[src/rtl/rf_read_stage_pkg.sv]
// Shared constants, state encoding and entry bundle for the register-file read stage.
package rf_read_stage_pkg;

    localparam int unsigned DATA_W = 64;
    localparam int unsigned ADDR_W = 5;

    localparam logic [1:0] ST_EMPTY = 2'b00;
    localparam logic [1:0] ST_ONE   = 2'b01;
    localparam logic [1:0] ST_FULL  = 2'b10;

    typedef struct packed {
        logic [DATA_W-1:0] opa;
        logic [DATA_W-1:0] opb;
        logic [ADDR_W-1:0] rs1;
        logic [ADDR_W-1:0] rs2;
        logic [ADDR_W-1:0] rd;
        logic              we;
    } entry_t;

endpackage

[src/rtl/rf_read_stage_operand_fwd.sv]
// Writeback compare/mux for one operand; used at capture and for snooping held entries.
// REG0_ZERO_EN makes register 0 read as zero and never forward.
module operand_fwd #(
    parameter int unsigned DATA_W = rf_read_stage_pkg::DATA_W,
    parameter int unsigned ADDR_W = rf_read_stage_pkg::ADDR_W
) (
    input  logic [ADDR_W-1:0] i_src_addr,
    input  logic [DATA_W-1:0] i_cur_data,
    input  logic              i_wb_we,
    input  logic [ADDR_W-1:0] i_wb_addr,
    input  logic [DATA_W-1:0] i_wb_data,
    output logic [DATA_W-1:0] o_data
);

    logic w_hit;

`ifdef REG0_ZERO_EN
    assign w_hit  = i_wb_we && (i_wb_addr == i_src_addr) && (i_wb_addr != '0);
    assign o_data = (i_src_addr == '0) ? '0 : (w_hit ? i_wb_data : i_cur_data);
`else
    assign w_hit  = i_wb_we && (i_wb_addr == i_src_addr);
    assign o_data = w_hit ? i_wb_data : i_cur_data;
`endif

endmodule

[src/rtl/rf_read_stage.sv]
// Register-file read stage: 2-entry skid buffer with capture forwarding and writeback snooping.
// Optional macro REG0_ZERO_EN hard-wires register 0 to zero.
module rf_read_stage #(
    parameter int unsigned DATA_W = rf_read_stage_pkg::DATA_W,
    parameter int unsigned ADDR_W = rf_read_stage_pkg::ADDR_W
) (
    input  logic              clk,
    input  logic              rst_n,
    input  logic              in_valid,
    output logic              in_ready,
    input  logic [ADDR_W-1:0] rs1_addr,
    input  logic [ADDR_W-1:0] rs2_addr,
    input  logic [DATA_W-1:0] rf_data1,
    input  logic [DATA_W-1:0] rf_data2,
    input  logic [ADDR_W-1:0] rd_addr,
    input  logic              rd_we,
    input  logic              wb_we,
    input  logic [ADDR_W-1:0] wb_addr,
    input  logic [DATA_W-1:0] wb_data,
    input  logic              flush,
    output logic              out_valid,
    input  logic              out_ready,
    output logic [DATA_W-1:0] op_a,
    output logic [DATA_W-1:0] op_b,
    output logic [ADDR_W-1:0] ex_rs1,
    output logic [ADDR_W-1:0] ex_rs2,
    output logic [ADDR_W-1:0] ex_rd,
    output logic              ex_we
);

    import rf_read_stage_pkg::*;

    logic [1:0]        r_state;
    logic [1:0]        w_state_next;
    logic              r_in_ready;
    entry_t            r_head;
    entry_t            r_skid;
    entry_t            w_cap;
    entry_t            w_head_snp;
    entry_t            w_skid_snp;
    logic [DATA_W-1:0] w_cap_a, w_cap_b;
    logic [DATA_W-1:0] w_head_a, w_head_b;
    logic [DATA_W-1:0] w_skid_a, w_skid_b;
    logic              w_accept, w_issue, w_cap_we;
    logic              w_load_head, w_load_skid, w_promote;

    assign w_accept = in_valid && r_in_ready;
    assign w_issue  = out_valid && out_ready;

    operand_fwd #(.DATA_W(DATA_W), .ADDR_W(ADDR_W)) u_cap_a (
        .i_src_addr(rs1_addr), .i_cur_data(rf_data1), .i_wb_we(wb_we),
        .i_wb_addr(wb_addr), .i_wb_data(wb_data), .o_data(w_cap_a));
    operand_fwd #(.DATA_W(DATA_W), .ADDR_W(ADDR_W)) u_cap_b (
        .i_src_addr(rs2_addr), .i_cur_data(rf_data2), .i_wb_we(wb_we),
        .i_wb_addr(wb_addr), .i_wb_data(wb_data), .o_data(w_cap_b));
    operand_fwd #(.DATA_W(DATA_W), .ADDR_W(ADDR_W)) u_head_a (
        .i_src_addr(r_head.rs1), .i_cur_data(r_head.opa), .i_wb_we(wb_we),
        .i_wb_addr(wb_addr), .i_wb_data(wb_data), .o_data(w_head_a));
    operand_fwd #(.DATA_W(DATA_W), .ADDR_W(ADDR_W)) u_head_b (
        .i_src_addr(r_head.rs2), .i_cur_data(r_head.opb), .i_wb_we(wb_we),
        .i_wb_addr(wb_addr), .i_wb_data(wb_data), .o_data(w_head_b));
    operand_fwd #(.DATA_W(DATA_W), .ADDR_W(ADDR_W)) u_skid_a (
        .i_src_addr(r_skid.rs1), .i_cur_data(r_skid.opa), .i_wb_we(wb_we),
        .i_wb_addr(wb_addr), .i_wb_data(wb_data), .o_data(w_skid_a));
    operand_fwd #(.DATA_W(DATA_W), .ADDR_W(ADDR_W)) u_skid_b (
        .i_src_addr(r_skid.rs2), .i_cur_data(r_skid.opb), .i_wb_we(wb_we),
        .i_wb_addr(wb_addr), .i_wb_data(wb_data), .o_data(w_skid_b));

`ifdef REG0_ZERO_EN
    assign w_cap_we = rd_we && (rd_addr != '0);
`else
    assign w_cap_we = rd_we;
`endif

    always_comb begin
        w_cap.opa      = w_cap_a;
        w_cap.opb      = w_cap_b;
        w_cap.rs1      = rs1_addr;
        w_cap.rs2      = rs2_addr;
        w_cap.rd       = rd_addr;
        w_cap.we       = w_cap_we;
        w_head_snp     = r_head;
        w_head_snp.opa = w_head_a;
        w_head_snp.opb = w_head_b;
        w_skid_snp     = r_skid;
        w_skid_snp.opa = w_skid_a;
        w_skid_snp.opb = w_skid_b;
    end

    always_comb begin
        w_state_next = r_state;
        w_load_head  = 1'b0;
        w_load_skid  = 1'b0;
        w_promote    = 1'b0;
        case (r_state)
            ST_EMPTY: if (w_accept) begin
                w_state_next = ST_ONE;
                w_load_head  = 1'b1;
            end
            ST_ONE: begin
                if (w_accept && w_issue) begin
                    w_load_head = 1'b1;
                end else if (w_accept) begin
                    w_load_skid  = 1'b1;
                    w_state_next = ST_FULL;
                end else if (w_issue) begin
                    w_state_next = ST_EMPTY;
                end
            end
            ST_FULL: if (w_issue) begin
                w_promote    = 1'b1;
                w_state_next = ST_ONE;
            end
            default: w_state_next = ST_EMPTY;
        endcase
        // Flush drops any same-cycle accept along with the held entries.
        if (flush) begin
            w_state_next = ST_EMPTY;
            w_load_head  = 1'b0;
            w_load_skid  = 1'b0;
            w_promote    = 1'b0;
        end
    end

    always_ff @(posedge clk) begin
        if (!rst_n) begin
            r_state    <= ST_EMPTY;
            r_in_ready <= 1'b1;
            r_head     <= '0;
            r_skid     <= '0;
        end else begin
            r_state    <= w_state_next;
            r_in_ready <= (w_state_next != ST_FULL);
            if (w_load_head)    r_head <= w_cap;
            else if (w_promote) r_head <= w_skid_snp;
            else                r_head <= w_head_snp;
            if (w_load_skid) r_skid <= w_cap;
            else             r_skid <= w_skid_snp;
        end
    end

    assign in_ready  = r_in_ready;
    assign out_valid = (r_state != ST_EMPTY);
    assign op_a      = r_head.opa;
    assign op_b      = r_head.opb;
    assign ex_rs1    = r_head.rs1;
    assign ex_rs2    = r_head.rs2;
    assign ex_rd     = r_head.rd;
    assign ex_we     = r_head.we;

endmodule
[config.mk]
export PLATFORM = sky130hd
export DESIGN_NAME = rf_read_stage
export DESIGN_NICKNAME = d
export VERILOG_FILES = /design/src/rtl/rf_read_stage_pkg.sv /design/src/rtl/rf_read_stage_operand_fwd.sv /design/src/rtl/rf_read_stage.sv
export SDC_FILE = /design/constraint.sdc
export NUM_CORES = 1
export LEC_CHECK = 0
export ABC_AREA = 1
export BUFFER_PORTS_ARGS = -buffer_cell sky130_fd_sc_hd__buf_2
export CORE_MARGIN = 8
export CORE_UTILIZATION = 25
export CTS_CLUSTER_DIAMETER = 60
export DETAILED_ROUTE_END_ITERATION = 7
export GPL_TIMING_DRIVEN = 1
export PLACE_DENSITY = 0.46
export SYNTH_ARGS = -nofsm -noshare
export SYNTH_HDL_FRONTEND = slang
export SYNTH_SLANG_ARGS = --single-unit
[constraint.sdc]
create_clock -name clk -period 1.6 [get_ports clk]
set_input_delay 0.24 -clock clk [delete_from_list [all_inputs] [get_ports clk]]
set_output_delay 0.24 -clock clk [all_outputs]
set_load 0.01 [all_outputs]
==> flow_metrics.py <==
metrics = {
    "pwr": {
        "power_leakage_uw": 0.0124,
        "peakVddDrop_mv": 0.765,
        "p_per_area_mw_per_mm2": 904,
        "power.total_uw": 24300,
    },
    "critical_path": {
        "crit_required_ns": 2.10,
        "path_class": "reg2reg",
        "ff2ff_path_depth": 11,
        "r2r-end": "op_b[38]",
        "arrival_ns": 2.29,
        "startpoint_type": "register",
        "ff2ff_setup_slack_ns": -0.19,
        "crit_start": "r_state[0]",
        "r2r_start": "r_state[0]",
        "worstPathMaxFanout": 13,
        "end_kind": "register",
    },
    "clock_network": {
        "numClockSinks": 291,
        "cts_tree": "done",
        "insertion_delay_ns": 0.58,
        "clockBufferDepth": 3,
        "tritoncts.num_buffers": 47,
        "htreeDepth": 2,
        "root_buffer": "clkbuf_16",
        "path_clk_slew_ns": 0.05,
    },
    "floorplan": {
        "ios": 365,
        "core_mm2": 0.0726,
        "die_w_um": 286,
        "dieArea_mm2": 0.0819,
        "rows": 99,
        "die_h_um": 286,
        "start_util_pct": 25.1,
    },
    "global_routing": {
        "gr-total-overflow": 0,
        "track_usage_pct": 20.9,
        "antenna_found_initial": 8,
        "grt_pass1_vias": 21500,
        "grt_pass1_wl_um": 134000,
        "grt_max_degree": 63,
    },
    "worst_hold_path": {
        "hp-start": "rs1_addr[1]",
        "hold_class": "in2reg",
        "holdPathStages": 3,
        "hold_end": "r_skid[12]",
    },
    "timing": {
        "layout_min_cycle_time_ns": 1.79,
        "final.period_utilization_pct": 112,
        "setup_viol": 288,
        "clock.fmax_mhz": 559,
        "final_max_slew_viol_count": 0,
        "slew_headroom_pct": 72.8,
        "rsz0062_at_grt": "true",
        "finalClockSkew_ns": 0.0142,
        "finalSetupTns_ns": -28.30,
        "worstMarginPinSlew_ns": 0.404,
        "hold_viol": 0,
        "setup_ws_ns": -0.188,
    },
    "yosys": {
        "ys_seq_area_share_pct": 31.9,
        "ys_dominant_reg_cell": "dfxtp_1",
        "syn_nets": 3119,
        "ys_seq_elements": 291,
        "avgSynthCellArea_um2": 6.29,
        "synth.area.top_cells": "dfxtp_1 (32%), nand2_1 (19%), nand3_1 (14%), a21oi_1 (7.7%), inv_1 (4.6%)",
        "syn_inst": 2900,
        "synth_largest_area_cell": "dfxtp_1",
        "yosysWarnings": 0,
        "ys_types": 31,
        "synth_edf_count": 0,
        "synth_top_area_share_pct": 31.9,
        "syn_area_mm2": 0.0183,
        "synthArstFlopShare_pct": 0,
    },
    "route": {
        "wl_per_cell_um": 22.6,
        "vias": 22600,
        "viasPerCell": 5.11,
        "drc": 0,
        "drt_iter0_drc": 1810,
        "first_pass_iters": 5,
        "drt_wl_total_um": 99900,
        "ant_nets": 0,
    },
    "finish": {
        "area_growth_pct": 47.4,
        "fillCellCount": 7945,
        "fin_cells": 4424,
        "fin_nets": 3643,
        "utilization_pct": 37.1,
        "final_layout_size_suffix_gt1_share_pct": 29.1,
    },
    "status": {
        "status": "finished, violations left",
        "violations": "negative setup slack",
    },
    "placed_design": {
        "pre_cts_ws_ns": -0.317,
        "hpwl_um": 61800,
        "placed_cells": 4240,
        "place_congestion": 0.821,
        "port_buffers": 364,
    },
    "flow_run": {
        "cap_violations": 0,
    },
}
[registers in the layout, indices dropped and copies added (netlist names)]
signal,count
op_b,64
ex_rd,5
ex_we,1
op_a,64
ex_rs1,5
ex_rs2,5
in_ready,1
r_state,2
r_skid,144
[cell families after synthesis]
logic type | after synthesis | share of synthesized area (%)
simple gates | 1694 | 42.1
flops | 291 | 31.9
xor+xnor | 3 | 0.144
compound gates | 446 | 13.6
buf+inv | 466 | 12.3
[per-stage QoR]
stage          cell area, um2  hold slack [ns]
2_1_floorplan           18300            0.392
3_3_place_gp            22900            0.462
3_5_place_dp            22900            0.469
4_1_cts                 25100          0.00124
5_1_grt                 26900          0.00894
6_report                26900          0.00999
[Yosys cell counts, types with 32 or more instances]
cell type,n
nand2_1,937
nand3_1,517
dfxtp_1,291
a21oi_1,282
inv_1,224
nand4_1,129
buf_2,94
nand3b_1,64
o21ai_0,58
a21oi_2,56
clkbuf_1,55
buf_4,34
buf_6,32
[layout by cell type, fill, tap and decap left out, types with 64 or more instances in the layout]
cell type,n
buf_4,174
dfxtp_1,276
a21oi_1,233
nand3_1,491
nand2_1,920
nand4_1,129
buf_12,84
nand3b_1,64
a21oi_2,104
buf_2,363
clkbuf_16,77
inv_1,216
[final cells by class]
type	instances	area (um2)	share of cell area [%]
diodes	4	10.0	0.0372
clock buffers	66	1390	5.17
clock inverters	20	253	0.939
inverters	232	910	3.38
multi-input cells	2143	10900	40.4
flip-flops and latches	291	5850	21.7
well taps	959	1200	4.46
repair buffers	707	6380	23.7
repair inverters	2	27.5	0.102
[critical path: stages, from the launching register on]
cell and delay [ns]:
dfxtp_2 0.34, nor2_4 0.12, inv_2 0.05, a21oi_4 0.16, nor2_4 0.07, buf_12 0.14, nor2_8 0.17, buf_6 0.15
nand2_8 0.07, buf_12 0.14, buf_12 0.15, a21oi_2 0.13
[per-layer routing]
metal  GRT usage [%]  wire length, um  vias up
met5               0               41        -
met4            6.07             2760        6
met3            4.44             7880      154
met2            34.3            45200      957
met1            27.5            44000    10700
li1                -                -    10800
[what timing repair did]
item | in CTS | in global routing
setup buffers | 5 | 30
gates cloned | 6 | 38
hold buffers | 17 | 0
pin swaps | 5 | 15
setup endpoints to repair | 272 | 289
hold endpoints to repair | 24 | 0
resized for setup | 67 | 206
[power by group]
group | total, uW | switching, uW | leakage [uW] | internal, uW
Clock | 11000 | 4130 | 0.000809 | 6860
Sequential | 7910 | 246 | 0.00238 | 7670
Combinational | 5420 | 3290 | 0.00922 | 2140
Total | 24300 | 7660 | 0.0124 | 16700
[worst max path at each step]
stage,to,slack (ns)
after global placement,op_b[56],-0.32
final,op_b[38],-0.19
after detailed placement,op_b[56],-0.32
after CTS,op_a[16],-0.15
after global routing,op_b[39],-0.27
after floorplan,op_b[13],0.006
Note: power is estimated with default switching activity, not from simulation.
